<file path="src/rtl/adder_rr_arbiter.sv">
// Two-port round-robin front end for one shared WIDTH-bit adder.
// A registered response (sum plus requester id) is held until the consumer takes it.
module adder_rr_arbiter #(
  parameter int WIDTH = 4,
  parameter int CNT_W = 8
) (
  input  logic             clk,
  input  logic             rst,
  input  logic             req0_valid,
  input  logic [WIDTH-1:0] req0_a,
  input  logic [WIDTH-1:0] req0_b,
  output logic             req0_ready,
  input  logic             req1_valid,
  input  logic [WIDTH-1:0] req1_a,
  input  logic [WIDTH-1:0] req1_b,
  output logic             req1_ready,
  output logic             resp_valid,
  output logic             resp_id,
  output logic [WIDTH:0]   resp_sum,
  input  logic             resp_ready,
  output logic [CNT_W-1:0] ops_done
);

  typedef enum logic [0:0] {
    IDLE = 1'b0,
    RESP = 1'b1
  } state_t;

  state_t           state_r;
  state_t           state_next_s;
  logic             last_grant_r;
  logic             grant0_s;
  logic             grant1_s;
  logic             accept_s;
  logic [WIDTH:0]   sum_s;
  logic             resp_valid_r;
  logic             resp_id_r;
  logic [WIDTH:0]   resp_sum_r;
  logic [CNT_W-1:0] ops_done_r;

  // Grant selection, next-state decode and the adder for the granted port
  always_comb begin
    grant0_s     = 1'b0;
    grant1_s     = 1'b0;
    state_next_s = state_r;
    case (state_r)
      IDLE: begin
        if (req0_valid && req1_valid) begin
          // tie goes to whichever port did not win last time
          if (last_grant_r) begin
            grant0_s = 1'b1;
          end else begin
            grant1_s = 1'b1;
          end
        end else if (req0_valid) begin
          grant0_s = 1'b1;
        end else if (req1_valid) begin
          grant1_s = 1'b1;
        end else begin
          grant0_s = 1'b0;
          grant1_s = 1'b0;
        end
        if (grant0_s || grant1_s) begin
          state_next_s = RESP;
        end else begin
          state_next_s = IDLE;
        end
      end
      RESP: begin
        if (resp_ready) begin
          state_next_s = IDLE;
        end else begin
          state_next_s = RESP;
        end
      end
      default: begin
        state_next_s = IDLE;
      end
    endcase

    if (grant1_s) begin
      sum_s = {1'b0, req1_a} + {1'b0, req1_b};
    end else begin
      sum_s = {1'b0, req0_a} + {1'b0, req0_b};
    end
  end

  // ready is only raised toward a valid requester, so a grant is an acceptance
  assign accept_s   = grant0_s || grant1_s;
  assign req0_ready = grant0_s;
  assign req1_ready = grant1_s;

  // State, captured result, fairness pointer and completion counter
  always_ff @(posedge clk) begin
    if (rst) begin
      state_r      <= IDLE;
      resp_valid_r <= 1'b0;
      resp_id_r    <= 1'b0;
      resp_sum_r   <= '0;
      ops_done_r   <= '0;
      last_grant_r <= 1'b1;
    end else begin
      state_r <= state_next_s;
      if (accept_s) begin
        resp_valid_r <= 1'b1;
        resp_id_r    <= grant1_s;
        resp_sum_r   <= sum_s;
        last_grant_r <= grant1_s;
      end else if ((state_r == RESP) && resp_ready) begin
        resp_valid_r <= 1'b0;
        ops_done_r   <= ops_done_r + {{(CNT_W-1){1'b0}}, 1'b1};
      end else begin
        resp_valid_r <= resp_valid_r;
      end
    end
  end

  assign resp_valid = resp_valid_r;
  assign resp_id    = resp_id_r;
  assign resp_sum   = resp_sum_r;
  assign ops_done   = ops_done_r;

endmodule

</file>
<file path="config.mk">
export PLATFORM = sky130hd
export DESIGN_NAME = adder_rr_arbiter
export DESIGN_NICKNAME = d
export VERILOG_FILES = /design/src/rtl/adder_rr_arbiter.sv
export SDC_FILE = /design/constraint.sdc
export NUM_CORES = 1
export LEC_CHECK = 0
export CAP_MARGIN = 20
export CORE_AREA = 2 2 50 52
export CTS_BUF_LIST = sky130_fd_sc_hd__clkbuf_16
export CTS_CLUSTER_DIAMETER = 80
export DETAILED_ROUTE_END_ITERATION = 10
export DIE_AREA = 0 0 52 54
export MAX_ROUTING_LAYER = met4
export PLACE_DENSITY = 0.8
export SLEW_MARGIN = 0
export SYNTH_ARGS = -nofsm -noshare
export SYNTH_HDL_FRONTEND = slang
export SYNTH_SLANG_ARGS = --single-unit
</file>
<file path="constraint.sdc">
create_clock -name clk -period 3.95 [get_ports clk]
set_clock_uncertainty 0.2 [all_clocks]
set_input_delay 0.395 -clock clk [delete_from_list [all_inputs] [get_ports clk]]
set_output_delay 0.395 -clock clk [all_outputs]
set_load 0.05 [all_outputs]
</file>
==> results of run 1 <==
-- metrics by stage --
| step | hold WS (ps) | util, % | std cells |
|---|---|---|---|
| floorplan | 303.1 | - | 112 |
| finish | 293.9 | 63.05 | 180 |
| CTS | 294.4 | 63.05 | 180 |
| global placement | 272.6 | 59.60 | 176 |
| global route | 326.6 | 63.05 | 180 |
| detailed placement | 287.5 | 59.60 | 176 |
-- flip-flops by register name (all words and copies together), names as in the netlist --
| register | cells |
|---|---|
| last_grant_r | 1 |
| ops_done | 8 |
| resp_id | 1 |
| resp_sum | 5 |
| resp_valid | 1 |
| state_r | 1 |
-- critical path, cell delays in order --
cell	delay (ps)
clkdlybuf4s50_1	570
nand2b_1	110
a21oi_1	290
clkdlybuf4s50_1	870
-- power breakdown --
| part | switching [mW] | internal (mW) | leakage, nW | total [mW] |
|---|---|---|---|---|
| registers | 0.00777 | 0.182 | 0.139 | 0.190 |
| clock network | 0.0635 | 0.135 | 0.0409 | 0.199 |
| logic | 0.0783 | 0.0647 | 0.435 | 0.143 |
| total | 0.150 | 0.382 | 0.616 | 0.532 |
-- kinds of logic (layout without fill, tap and decap cells) --
kind of cell	Yosys count	in the layout	synth area share, %
and+or+nand+nor	43	43	22.05
xor gates and xnor gates	9	9	7.985
muxes	1	1	1.014
DFF	17	17	34.47
buffers and inverters	13	51	5.322
AOI/OAI and AO/OA	18	18	13.69
adders and majority gates	11	11	15.46
-- path summary, 6_finish.rpt --
check | cells past startpoint | slack [ps] | startpoint | endpoint
setup / recovery | 4 | 1130 | req0_valid | req0_ready
hold / removal | 2 | 290 | resp_valid | resp_valid
setup reg to reg | 4 | 2410 | state_r | ops_done[6]
hold reg to reg | 2 | 290 | resp_valid | resp_valid
-- metal layers --
| metal | track usage (%) | vias up | wire (um) |
|---|---|---|---|
| met4 | 6.579 | 0 | 15 |
| met1 | 19.73 | 414 | 913 |
| met2 | 30.80 | 35 | 1104 |
| met3 | 2.500 | 2 | 110 |
| li1 | - | 459 | - |
| met5 | - | - | 0 |
-- layout by cell type (no fill, tap or decap), drive strengths merged, types with 3 or more instances in the layout --
cell type,netlist,final
dfxtp,17,17
nand4,4,4
clkbuf,1,3
nand2,5,5
nor3,5,5
inv,10,10
and3b,3,3
xnor2,3,3
ha,9,9
clkdlybuf4s50,0,37
xor2,6,6
a21oi,6,6
nand2b,3,3
nor2,15,15
-- Yosys cell counts, drive strengths merged (2+ instances only) --
cell	n	area share, %
xnor2	3	2.7
nor2b	2	1.3
nand3	2	1.0
a21oi	6	3.0
dfxtp	17	34
nor3	5	2.5
xor2	6	5.3
fa	2	4.1
nand2b	3	1.9
buf	2	0.89
nand4	4	2.5
nand2	5	1.9
ha	9	11
and3b	3	2.7
and3	2	1.3
inv	10	4.1
nor2	15	5.7
a222oi	2	2.0
a21boi	2	1.5
-- cell type report --
| cell class | instances | area [sq um] |
|---|---|---|
| sequential | 17 | 340.3 |
| fill | 220 | 857.1 |
| clock buffer | 3 | 75.07 |
| clock inverter | 1 | 5.005 |
| tap | 30 | 37.54 |
| timing repair buffer | 37 | 370.4 |
| multi-input combinational | 82 | 594.3 |
| inverter | 10 | 40.04 |
==> impl_results.md, run 1 <==
- Detail-routed via count per cell: 5.056
- Largest net degree at the start of global routing: 18
- Level count of the clock H-tree: 1
- Fin crit share: roughly 70%
- Post-Place Setup Slack: 1130 ps
- Pwr dens: 363.6 nW/um^2
- Arr. time, crit path: between 2000 and 2500 ps
- Remaining antenna violation count after routing: 0
- Max FO, Critical Path: 5
- Element type at the critical path start: primary input
- Core Footprint: between 2000 and 2500 sq um
- Path type of the worst setup path: in2out
- Starting density of the core: 42.56%
- Final instance area: 1463 sq um
- Half-perimeter wire length after detailed placement: ~1700 um
- Die Y-Extent: 54 um
- Pins over their slew limit: 0
- Final-stage net count: 183
- Number of buffers inserted to repair setup after CTS: 0
- Clock-pin transition on the worst setup and hold timing paths: about 50 ps
- Min cycle time layout: 2825 ps
- Slew of the pin with the lowest slew margin: 596.3 ps
- Synth Area per Inst: 8.814 sq um
- Routability congestion estimate from global placement: 0.7621
- Number of remaining DRC errors: 0
- I/O Buffers: 37
- Primary FF master, synth: dfxtp_1
- Post-Synthesis Cells: 112
- Share of the yosys chip area belonging to registers: 34.47%
- Diodes inserted: 0
- Sinks on Clock Net: 17
- Die area: 2808 sq um
- Root buffer cell: clkbuf_16
- Synthesized cell area: 987.2 sq um
- Type of element capturing the critical path: primary output
- Total via count in the routed design: 910
- Count of instances resized after the clock tree is built: 0
- Total wirelength of the detailed-routed design: 2144 um
- Cell leakage power: 0.6156 nW
- Maximum root-to-sink buffer count: 2
- Vias in the first global route: 868
- Setup Total Neg Slack: 0 ps
- Setup repair after global routing missed its margin: false
- Syn nets: 144
- Total design power: 531.8 uW
- FF+latch count, synth: 17
- Num ports: 38
- Num rows: 18
- Horiz. Die Dim: 52 um
- Class of the tightest hold or removal check: reg2reg
- Distinct cell type count of the synthesized netlist: 33
- Share of synthesized flip-flops with an asynchronous set or reset: 0%
- Result of the run: completed
- Syn-to-layout area delta: 48.16%
- Highest ir drop seen on vdd: 0.2236 mV
- Count of routing violations after the opening detailed-route iteration: 18
- Min setup slack post-route: 1125 ps
- Share of layout cells above drive strength 1: 4.667%
- Post-placement cell area: 1383 sq um
- Max transition margin: approximately 60%
- Wire length of the first global-routing pass: 3532 um
- Antenna violations before repair: 0
- CTS tree: done
- TritonCTS buffer count: 3
- Combined global-route utilization of all metal layers: 17.33%
- Number of enable-type register cells in the synthesized netlist: 0
- Number of detailed-routing iterations run before antenna repair: 4
- Final hold violations: 0
- Reported max-cap violation count: 0
- Overall overflow remaining after global route: 0
- CP required: 3360 ps
- Final setup violation count: 0
- Yosys warning total: 0
- Timing-limited maximum frequency: 0.3540 GHz
- Later-pin clock latency in the skew report: 250 ps
- Average routed wire per standard cell: 11.91 um
- Hold buffers post-CTS: 0
Note: power is estimated with default switching activity, not from simulation.
==> run 2, diff against run 1 <==
Settings changed: CORE_AREA 2 2 50 52 to 2 2 51 53, DIE_AREA 0 0 52 54 to 0 0 53 55, PLACE_DENSITY 0.8 to 0.77.
Clock period 3.95 ns to 2.65 ns, I/O delays scaled along.
==> run 2 against run 1 <==
Critical path depth stayed put. Routed wire length is 7.8% higher. Design area grew 0.68%. Setup slack lost 580 ps. Combinational power grew 52%. Clock power grew 53%. Via count is 3.4% higher. Sequential power is 49% higher. Sequential share of layout area decreased by 0.16 points. Critical path type unchanged. Critical endpoint unchanged. Highest routed layer unchanged.
==> impl_results.md, run 2 (synthesis results as in run 1) <==
- Result of the run: completed
- Total design power: 805.0 uW (+51%)
- Die area: 2915 sq um (+3.8%)
- Class of the tightest hold or removal check: reg2reg
- Sinks on Clock Net: 17 (unchanged)
- Core Footprint: 2365 sq um (+1.9%)
- Setup slack of the worst register-to-register path: 1000 ps (-1410 ps)
- Slew of the pin with the lowest slew margin: 611.7 ps (+15.46 ps)
- Pwr dens: 546.6 nW/um^2 (+50%)
- Number of filler cells placed in the layout: 218 (-0.91%)
- Count of routing violations after the opening detailed-route iteration: 12 (-6)
- Min Hold Slack: 292.5 ps (-1.421 ps)
- Setup Total Neg Slack: 0 ps (unchanged)
- Path type of the worst setup path: in2out
- CTS tree: done
- Fraction of the core area covered by cells at the end of the flow: 62.28% (-0.78 points)
- Root buffer cell: clkbuf_16
- Worst R2R Start: state_r
- Level count of the clock H-tree: 1 (unchanged)
- Top library cells by usage in the layout, fill and taps aside: clkdlybuf4s50_1, dfxtp_1, nor2_1, inv_1, ha_1
- Vias in the first global route: 897 (+3.3%)
- I/O Buffers: 37 (unchanged)
- Remaining antenna violation count after routing: 0 (unchanged)
- Worst min-delay path startpoint: resp_id
- Antenna violations before repair: 0 (unchanged)
- Clock-pin transition on the worst setup and hold timing paths: 50 ps (about the same)
- Cell leakage power: 0.6186 nW (+0.49%)
- Total via count in the routed design: 941 (+3.4%)
- Count of instances resized after the clock tree is built: 0 (unchanged)
- Horiz. Die Dim: 53 um (+1.9%)
- Syn-to-layout area delta: 49.18%
- Worst reg-to-reg path cell count: 4 (unchanged)
- Largest register FFs: 8 (unchanged)
- RR Endpoint: resp_sum[4]
- Setup repair after global routing missed its margin: false
- Most frequent standard cell in the layout excluding fill and tap cells: clkdlybuf4s50_1
- Fin crit share: 79.46%
- Detailed-routed wire length on met3: 155 um (+41%)
- Routability congestion estimate from global placement: 0.8086 (+6.1%)
- Highest metal layer with signal wires: met4
- Later-pin clock latency in the skew report: 250 ps (about the same)
- Number of detailed-routing iterations run before antenna repair: 4 (unchanged)
- Seq. cell area: 340.3 sq um (unchanged)
- Num ports: 38 (unchanged)
- Share of layout cells above drive strength 1: 6.000% (+1.3 points)
- Final-stage net count: 183 (unchanged)
- Detail-routed via count per cell: 5.228 (+3.4%)
- Worst setup path startpoint: req0_valid
- TritonCTS buffer count: 3 (unchanged)
- Number of remaining DRC errors: 0 (unchanged)
- Diodes inserted: 0 (unchanged)
- Hold buffers post-CTS: 0 (unchanged)
- Routed wl met2: 1195 um (+8.2%)
- Highest ir drop seen on vdd: 0.4259 mV (+91%)
- Starting density of the core: 41.75% (-0.81 points)
- Type of element capturing the critical path: primary output
- Final instance area: 1473 sq um (+0.68%)
- Average routed wire per standard cell: 12.84 um (+7.8%)
- Max transition margin: 59.09% (-1.0 points)
- Die Y-Extent: 55 um (+1.9%)
- CP required: 2180 ps (-1180 ps)
- Overall overflow remaining after global route: 0 (unchanged)
- Total wirelength of the detailed-routed design: 2312 um (+7.8%)
- Maximum root-to-sink buffer count: 2 (unchanged)
- Final hold violations: 0 (unchanged)
- Reported max-cap violation count: 0 (unchanged)
- Half-perimeter wire length after detailed placement: 1847 um (+7.9%)
- Min cycle time layout: 2106 ps
- Pins over their slew limit: 0 (unchanged)
- Area occupied by multi-input gates: 594.3 sq um (unchanged)
- Combined global-route utilization of all metal layers: 18.35% (+1.0 points)
- Largest net degree at the start of global routing: 18 (unchanged)
- End point of the critical path: req0_ready
- Max FO, Critical Path: 5 (unchanged)
- Number of buffers inserted to repair setup after CTS: 0 (unchanged)
- Wire length of the first global-routing pass: 3808 um (+7.8%)
- Num rows: 18 (unchanged)
- Post-placement cell area: 1390 sq um (+0.54%)
- Final setup violation count: 0 (unchanged)
- Routed metal-1 wire length: 947 um (+3.7%)
- Timing-limited maximum frequency: 0.4749 GHz
- Arr. time, crit path: 1640 ps (-590 ps)
- Element type at the critical path start: primary input
## run 2: cell types whose count changed in the layout (fill, tap and decap cells not counted)
cell             before  now
buf_12                0    1
clkinvlp_4            0    1
buf_4                 0    1
clkdlybuf4s50_1      37   35
clkinv_2              1    0
## run 2: worst min path at each step
| stage | end | slack, ps | cells after the start |
|---|---|---|---|
| after floorplan | last_grant_r | 270 | 2 |
| after global placement | resp_valid | 270 | 2 |
| after detailed placement | resp_id | 280 | 2 |
| after CTS | resp_id | 290 | 2 |
| after global routing | resp_id | 310 | 2 |
| final | resp_id | 290 | 2 |
## run 2: final cells by class
cell class / count / share of cell area, %
Multi-Input combinational cell: 82 / 40.36
Timing Repair Buffer: 37 / 25.66
Sequential cell: 17 / 23.11
Clock buffer: 3 / 5.098
Inverter: 10 / 2.719
Tap cell: 30 / 2.549
Clock inverter: 1 / 0.5098
## run 2: routing by layer
layer  track usage (%)  vias up
met5                 -        -
met4             6.410        0
met3             2.957        2
li1                  -      462
met2             37.08       43
met1             17.57      434
## run 2: worst max-delay path, cell delays in order
cell and delay [ps]:
clkdlybuf4s50_1 580, nand2b_1 110, a21oi_1 470, buf_12 210
## run 2: stage by stage
step           std cells  setup slack (ps)
2_1_floorplan        112             640.7
3_3_place_gp         176             487.7
3_5_place_dp         176             449.5
4_1_cts              180             525.6
5_1_grt              180             438.0
6_report             180             544.4
## run 2: report_power, final
part	internal (mW)	switching (mW)
clock network	0.203	0.100
registers	0.272	0.0124
logic	0.0983	0.119
total	0.573	0.232
